==> src/rtl/vga_timing_gen_if.sv <==
// vga_if: one pixel's raster position, syncs, blanks and colour.
// Modport out for the timing source, modport in for draw stages.
interface vga_if;
  logic [10:0] vcount;
  logic        vsync;
  logic        vblnk;
  logic [10:0] hcount;
  logic        hsync;
  logic        hblnk;
  logic [11:0] rgb;

  modport out (
    output vcount, vsync, vblnk,
    output hcount, hsync, hblnk,
    output rgb
  );

  modport in (
    input vcount, vsync, vblnk,
    input hcount, hsync, hblnk,
    input rgb
  );
endinterface

==> src/rtl/vga_timing_gen.sv <==
// vga_timing_gen: raster counters, sync pulses and blanks for the video head.
// Define VGA_TIMING_TEST_PATTERN_EN to drive 8 vertical colour bars on rgb.
module vga_timing_gen #(
  parameter int H_ACTIVE = 800,
  parameter int H_FP     = 40,
  parameter int H_SYNC   = 128,
  parameter int H_BP     = 88,
  parameter int V_ACTIVE = 600,
  parameter int V_FP     = 1,
  parameter int V_SYNC   = 4,
  parameter int V_BP     = 23,
  parameter int SYNC_POL = 1
) (
  input  logic        clk,
  input  logic        rst,
  input  logic        en,
  vga_if.out          vga_out,
  output logic        frame_start,
  output logic [15:0] frame_cnt
);

  localparam int H_TOTAL = H_ACTIVE + H_FP + H_SYNC + H_BP;
  localparam int V_TOTAL = V_ACTIVE + V_FP + V_SYNC + V_BP;

  localparam logic [10:0] H_MAX  = 11'(H_TOTAL - 1);
  localparam logic [10:0] V_MAX  = 11'(V_TOTAL - 1);
  localparam logic [10:0] H_VIS  = 11'(H_ACTIVE);
  localparam logic [10:0] V_VIS  = 11'(V_ACTIVE);
  localparam logic [10:0] HS_ON  = 11'(H_ACTIVE + H_FP);
  localparam logic [10:0] HS_OFF = 11'(H_ACTIVE + H_FP + H_SYNC - 1);
  localparam logic [10:0] VS_ON  = 11'(V_ACTIVE + V_FP);
  localparam logic [10:0] VS_OFF = 11'(V_ACTIVE + V_FP + V_SYNC - 1);
  localparam logic        POL    = (SYNC_POL != 0);

  logic [10:0] hcount;
  logic [10:0] vcount;
  logic        hsync;
  logic        vsync;
  logic        hblnk;
  logic        vblnk;
  logic [11:0] rgb;

  logic [10:0] hcount_n;
  logic [10:0] vcount_n;
  logic        hsync_n;
  logic        vsync_n;
  logic        hblnk_n;
  logic        vblnk_n;
  logic [11:0] rgb_n;
  logic        hwrap;
  logic        vwrap;

  assign hwrap = (hcount == H_MAX);
  assign vwrap = (vcount == V_MAX);

  always_comb begin
    hcount_n = hcount + 11'd1;
    vcount_n = vcount;
    if (hwrap) begin
      hcount_n = '0;
      vcount_n = vwrap ? '0 : vcount + 11'd1;
    end
  end

  // Flags are derived from the next position so they land with it.
  assign hblnk_n = (hcount_n >= H_VIS);
  assign vblnk_n = (vcount_n >= V_VIS);
  assign hsync_n = ((hcount_n >= HS_ON) && (hcount_n <= HS_OFF)) ~^ POL;
  assign vsync_n = ((vcount_n >= VS_ON) && (vcount_n <= VS_OFF)) ~^ POL;

`ifdef VGA_TIMING_TEST_PATTERN_EN
  localparam logic [10:0] BAR_W = 11'(H_ACTIVE / 8);

  logic [2:0]  bar;
  logic [11:0] bar_rgb;

  assign bar = 3'(hcount_n / BAR_W);

  always_comb begin
    bar_rgb = 12'h000;
    case (bar)
      3'd0:    bar_rgb = 12'hFFF;
      3'd1:    bar_rgb = 12'hFF0;
      3'd2:    bar_rgb = 12'h0FF;
      3'd3:    bar_rgb = 12'h0F0;
      3'd4:    bar_rgb = 12'hF0F;
      3'd5:    bar_rgb = 12'hF00;
      3'd6:    bar_rgb = 12'h00F;
      default: bar_rgb = 12'h000;
    endcase
  end

  assign rgb_n = (hblnk_n || vblnk_n) ? 12'h000 : bar_rgb;
`else
  assign rgb_n = 12'h000;
`endif

  always_ff @(posedge clk) begin
    if (rst) begin
      hcount      <= '0;
      vcount      <= '0;
      hsync       <= ~POL;
      vsync       <= ~POL;
      hblnk       <= 1'b0;
      vblnk       <= 1'b0;
      rgb         <= '0;
      frame_start <= 1'b0;
      frame_cnt   <= '0;
    end else if (en) begin
      hcount      <= hcount_n;
      vcount      <= vcount_n;
      hsync       <= hsync_n;
      vsync       <= vsync_n;
      hblnk       <= hblnk_n;
      vblnk       <= vblnk_n;
      rgb         <= rgb_n;
      frame_start <= hwrap && vwrap;
      if (hwrap && vwrap) begin
        frame_cnt <= frame_cnt + 16'd1;
      end
    end else begin
      frame_start <= 1'b0;
    end
  end

  assign vga_out.hcount = hcount;
  assign vga_out.vcount = vcount;
  assign vga_out.hsync  = hsync;
  assign vga_out.vsync  = vsync;
  assign vga_out.hblnk  = hblnk;
  assign vga_out.vblnk  = vblnk;
  assign vga_out.rgb    = rgb;

endmodule

==> src/flat_wrapper.sv <==
// flat-port wrapper written by rule: the top's interface ports become plain ports
module vga_timing_gen_flat 
#(
  parameter int H_ACTIVE = 800,
  parameter int H_FP     = 40,
  parameter int H_SYNC   = 128,
  parameter int H_BP     = 88,
  parameter int V_ACTIVE = 600,
  parameter int V_FP     = 1,
  parameter int V_SYNC   = 4,
  parameter int V_BP     = 23,
  parameter int SYNC_POL = 1
)
  (clk, rst, en, frame_start, frame_cnt, vga_out_vcount, vga_out_vsync, vga_out_vblnk, vga_out_hcount, vga_out_hsync, vga_out_hblnk, vga_out_rgb);
  vga_if vga_out_i ();
  input  logic clk;
  input  logic rst;
  input  logic en;
  output logic frame_start;
  output logic [15:0] frame_cnt;
  output wire logic [$bits(vga_out_i.vcount)-1:0] vga_out_vcount;
  output wire logic [$bits(vga_out_i.vsync)-1:0] vga_out_vsync;
  output wire logic [$bits(vga_out_i.vblnk)-1:0] vga_out_vblnk;
  output wire logic [$bits(vga_out_i.hcount)-1:0] vga_out_hcount;
  output wire logic [$bits(vga_out_i.hsync)-1:0] vga_out_hsync;
  output wire logic [$bits(vga_out_i.hblnk)-1:0] vga_out_hblnk;
  output wire logic [$bits(vga_out_i.rgb)-1:0] vga_out_rgb;
  assign vga_out_vcount = vga_out_i.vcount;
  assign vga_out_vsync = vga_out_i.vsync;
  assign vga_out_vblnk = vga_out_i.vblnk;
  assign vga_out_hcount = vga_out_i.hcount;
  assign vga_out_hsync = vga_out_i.hsync;
  assign vga_out_hblnk = vga_out_i.hblnk;
  assign vga_out_rgb = vga_out_i.rgb;
  vga_timing_gen #(.H_ACTIVE(H_ACTIVE), .H_FP(H_FP), .H_SYNC(H_SYNC), .H_BP(H_BP), .V_ACTIVE(V_ACTIVE), .V_FP(V_FP), .V_SYNC(V_SYNC), .V_BP(V_BP), .SYNC_POL(SYNC_POL)) u_core (.clk(clk), .rst(rst), .en(en), .vga_out(vga_out_i), .frame_start(frame_start), .frame_cnt(frame_cnt));
endmodule
==> config.mk <==
export PLATFORM = sky130hd
export DESIGN_NAME = vga_timing_gen_flat
export DESIGN_NICKNAME = d
export VERILOG_FILES = /design/src/rtl/vga_timing_gen_if.sv /design/src/rtl/vga_timing_gen.sv /design/src/flat_wrapper.sv
export SDC_FILE = /design/constraint.sdc
export NUM_CORES = 1
export LEC_CHECK = 0
export CAP_MARGIN = 10
export CORE_UTILIZATION = 29
export DETAILED_ROUTE_END_ITERATION = 8
export MAX_ROUTING_LAYER = met4
export PLACE_DENSITY = 0.55
export SYNTH_ARGS = -nofsm -noshare
export SYNTH_HDL_FRONTEND = slang
export SYNTH_SLANG_ARGS = --single-unit
export TNS_END_PERCENT = 1
==> constraint.sdc <==
create_clock -name clk -period 7.3 [get_ports clk]
set_input_delay 1.46 -clock clk [delete_from_list [all_inputs] [get_ports clk]]
set_output_delay 1.46 -clock clk [all_outputs]
set_load 0.005 [all_outputs]
==> run_results.csv <==
group,metric,value,unit
floorplan,rows,34,
sta,hold_viol,0,
min_path,min_path_type,"flip-flop to flip-flop",
clocking,path_clk_slew,0.09,ns
sta,fin_crit_sh,0.495,
clocking,hold_buffers,0,
clocking,post-cts-setup-buffers,0,
route,viasPerCell,5.34,
power_and_ir_drop,p_per_area,141,nW/um^2
route,first_pass_iters,7,
route,vias,2538,
power_and_ir_drop,peakVddDrop,85.9,uV
clocking,cts_max_level,2,
critical_path,crit_type,"input port to flip-flop",
route,ant_nets,0,
critical_path,timing.rr.end,"u_core.vga_out.vblnk$_SDFFE_PP0P_",
clocking,cts_buffers,5,
yosys,async_flop_share,0,
critical_path,critPathLaunchType,"input port",
floorplan,chipHeight,98.1,um
route,wl,6840,um
floorplan,die_area,9620,um^2
critical_path,crit_start,"en",
floorplan,pin_count,58,
floorplan,fp.dieW,98.1,um
critical_path,cp_slowest_stage_delay,0.66,ns
place,placed_area,3110,um^2
yosys,synth_cells,338,
sta,post-route-min-period,3.61,ns
outcome,status,"finished, violations left",
place,numPortBuffers,45,
route,wl_per_cell,14.4,um
global_route,gr-total-overflow,0,
outcome,failed_checks,"DRC",
global_route,antenna_found_initial,0,
critical_path,reg2regPathDepth,7,
yosys,synth_flop_cell,"dfxtp_1",
power_and_ir_drop,power_frac_comb,0.047,
critical_path,r2r-start,"u_core.vga_out.vcount[0]$_SDFFE_PP0P_",
final_layout,final_cell_mix,"clkdlybuf4s50_1, dfxtp_1, nor2_1",
critical_path,crit_slowest_cell,"nor4_4",
route,drcViolationCount,9,
sta,hold_ws,0.477,ns
power_and_ir_drop,seq_power_share,0.526,
final_layout,final_common_cell,"clkdlybuf4s50_1",
sta,maxSlewViolCount,0,
min_path,hold-path-endpoint,"u_core.vga_out.hblnk$_SDFFE_PP0P_",
place,dp_hpwl,4790,um
power_and_ir_drop,leakagePower,1.04,nW
sta,worst_pin_slew,0.887,ns
yosys,yosysWarnings,0,
critical_path,endpoint_kind,"flip-flop",
route,drt_iter0_drc,131,
critical_path,worstPathMaxFanout,20,
yosys,synth-seq-area-share,0.322,
yosys,netlist_area,2680,um^2
critical_path,path_cells,"clkdlybuf4s50_1, buf_4, clkinv_1, nor4_4, nand4_4, or3_1, a21oi_1",
yosys,ys_types,60,
critical_path,cp.required,7.53,ns
final_layout,drive_gt1_frac,0.0572,
floorplan,start_util,0.302,
min_path,worstHoldStart,"u_core.vga_out.hblnk$_SDFFE_PP0P_",
clocking,post_cts_resized,0,
sta,max_freq,0.277,GHz
sta,rsz0062_at_grt,"false",
global_route,first_global_vias,2378,
sta,maxSlewHeadroom,0.406,
final_layout,nNetsFinal,373,
power_and_ir_drop,p_sw_frac,0.237,
sta,setup_viol,0,
clocking,clkLatencyLatePin,0.30,ns
critical_path,r2r_slack,4.40,ns
final_layout,antenna_cells,0,
sta,tns,0,ns
critical_path,path_delay_family,"simple AND/OR/NAND/NOR gates",
clocking,cts_sinks,43,
power_and_ir_drop,clkPwrFrac,0.427,
min_path,worstHoldPathCells,2,
yosys,synth_seq_cells,43,
power_and_ir_drop,p_sw,0.000108,W
power_and_ir_drop,p_int,0.000347,W
yosys,synth_edf_count,0,
final_layout,fin_util,0.365,
clocking,cts-root-buf,"clkbuf_8",
global_route,grt_pass1_wl,11500,um
yosys,avgSynthCellArea,7.92,um^2
global_route,grtUsageTotal,0.150,
job,drv_cap,0,
clocking,clk_path_buf_depth,2,
critical_path,arrival,3.85,ns
sta,fin_worst_skew,0.00710,ns
floorplan,core,8850,um^2
final_layout,area_growth,20.5,%
global_route,grt_max_degree,46,
critical_path,critical_path_buf_inv_count,3,
final_layout,fin_area,3230,um^2
place,routabilityCongestion,0.833,
clocking,cts_tree,"yes",
-- worst min-delay path, delay by kind of cell (launching register included) --
family,cells,cell delay [ns]
AND/OR/NAND/NOR,2,0.12
flip-flops,1,0.32
-- state kept, by name, indices dropped and copies added (netlist names) --
register / flops
u_core.vga_out.vblnk: 1
u_core.vga_out.vsync: 1
u_core.vga_out.hblnk: 1
u_core.frame_cnt: 16
u_core.frame_start: 1
u_core.vga_out.vcount: 11
u_core.vga_out.hsync: 1
u_core.vga_out.hcount: 11
-- stage by stage --
step | setup WS [ns] | total power, W | instances
after global routing | 3.50 | 0.000472 | 475
after floorplan | 4.37 | 0.000262 | 349
final | 3.69 | 0.000455 | 475
after global placement | 3.41 | 0.000266 | 467
after detailed placement | 3.36 | 0.000266 | 467
after CTS | 3.68 | 0.000460 | 475
-- kinds of logic after synthesis --
family / synth area share
compound gates: 0.157
xor+xnor: 0.0753
fa+ha+maj: 0.0187
buf+inv: 0.0865
flops: 0.322
mux: 0.00374
other cells: 0.00140
simple gates: 0.336
-- final cells by class --
class | instances | area, um^2
clock buffer | 5 | 68.8
clock inverter | 3 | 43.8
fill | 933 | 5620
inverter | 7 | 26.3
multi-input combinational | 262 | 1630
sequential | 43 | 861
tap | 108 | 135
timing repair buffer | 47 | 465
-- cell usage after synthesis (5+ instances only) --
master    count  area [um^2]
nand2_1      28          105
o21ai_0      17         85.1
buf_2         7         35.0
xor2_1       11         96.3
nor2_1       35          131
nand3_1      15         75.1
clkbuf_1     14         52.6
nor4_1        7         43.8
nand4_1       8         50.1
xnor2_1      12          105
a31oi_1       5         31.3
or3_1        11         68.8
a21oi_1      22          110
buf_4        13         97.6
dfxtp_1      43          861
a211oi_1      5         37.5
nor3_1       11         55.1
inv_1         6         22.5
-- power groups by stage --
stage	logic, W	clock network, W	registers (W)
finish	0.0000213	0.000194	0.000239
detailed placement	0.0000212	0	0.000245
global placement	0.0000209	0	0.000245
global route	0.0000244	0.000207	0.000240
CTS	0.0000213	0.000200	0.000239
floorplan	0.0000180	0	0.000244
-- per-layer routing --
metal / vias up / share of wire / global-route usage
met4: 0 / 0.012 / 0.0524
li1: 1256 / - / -
met5: - / 0 / -
met2: 80 / 0.44 / 0.222
met1: 1196 / 0.50 / 0.202
met3: 6 / 0.044 / 0.0279
-- worst max path at each step --
stage,endpoint,slack [ns],depth (start not counted)
2_1_floorplan,u_core.frame_cnt[8]$_SDFFE_PP0P_,4.37,5
3_3_place_gp,u_core.frame_cnt[6]$_SDFFE_PP0P_,3.41,7
3_5_place_dp,u_core.frame_cnt[8]$_SDFFE_PP0P_,3.36,7
4_1_cts,u_core.frame_cnt[12]$_SDFFE_PP0P_,3.68,7
5_1_grt,u_core.frame_cnt[15]$_SDFFE_PP0P_,3.50,8
6_report,u_core.frame_cnt[6]$_SDFFE_PP0P_,3.69,7
(Power assumes the default switching activity.)
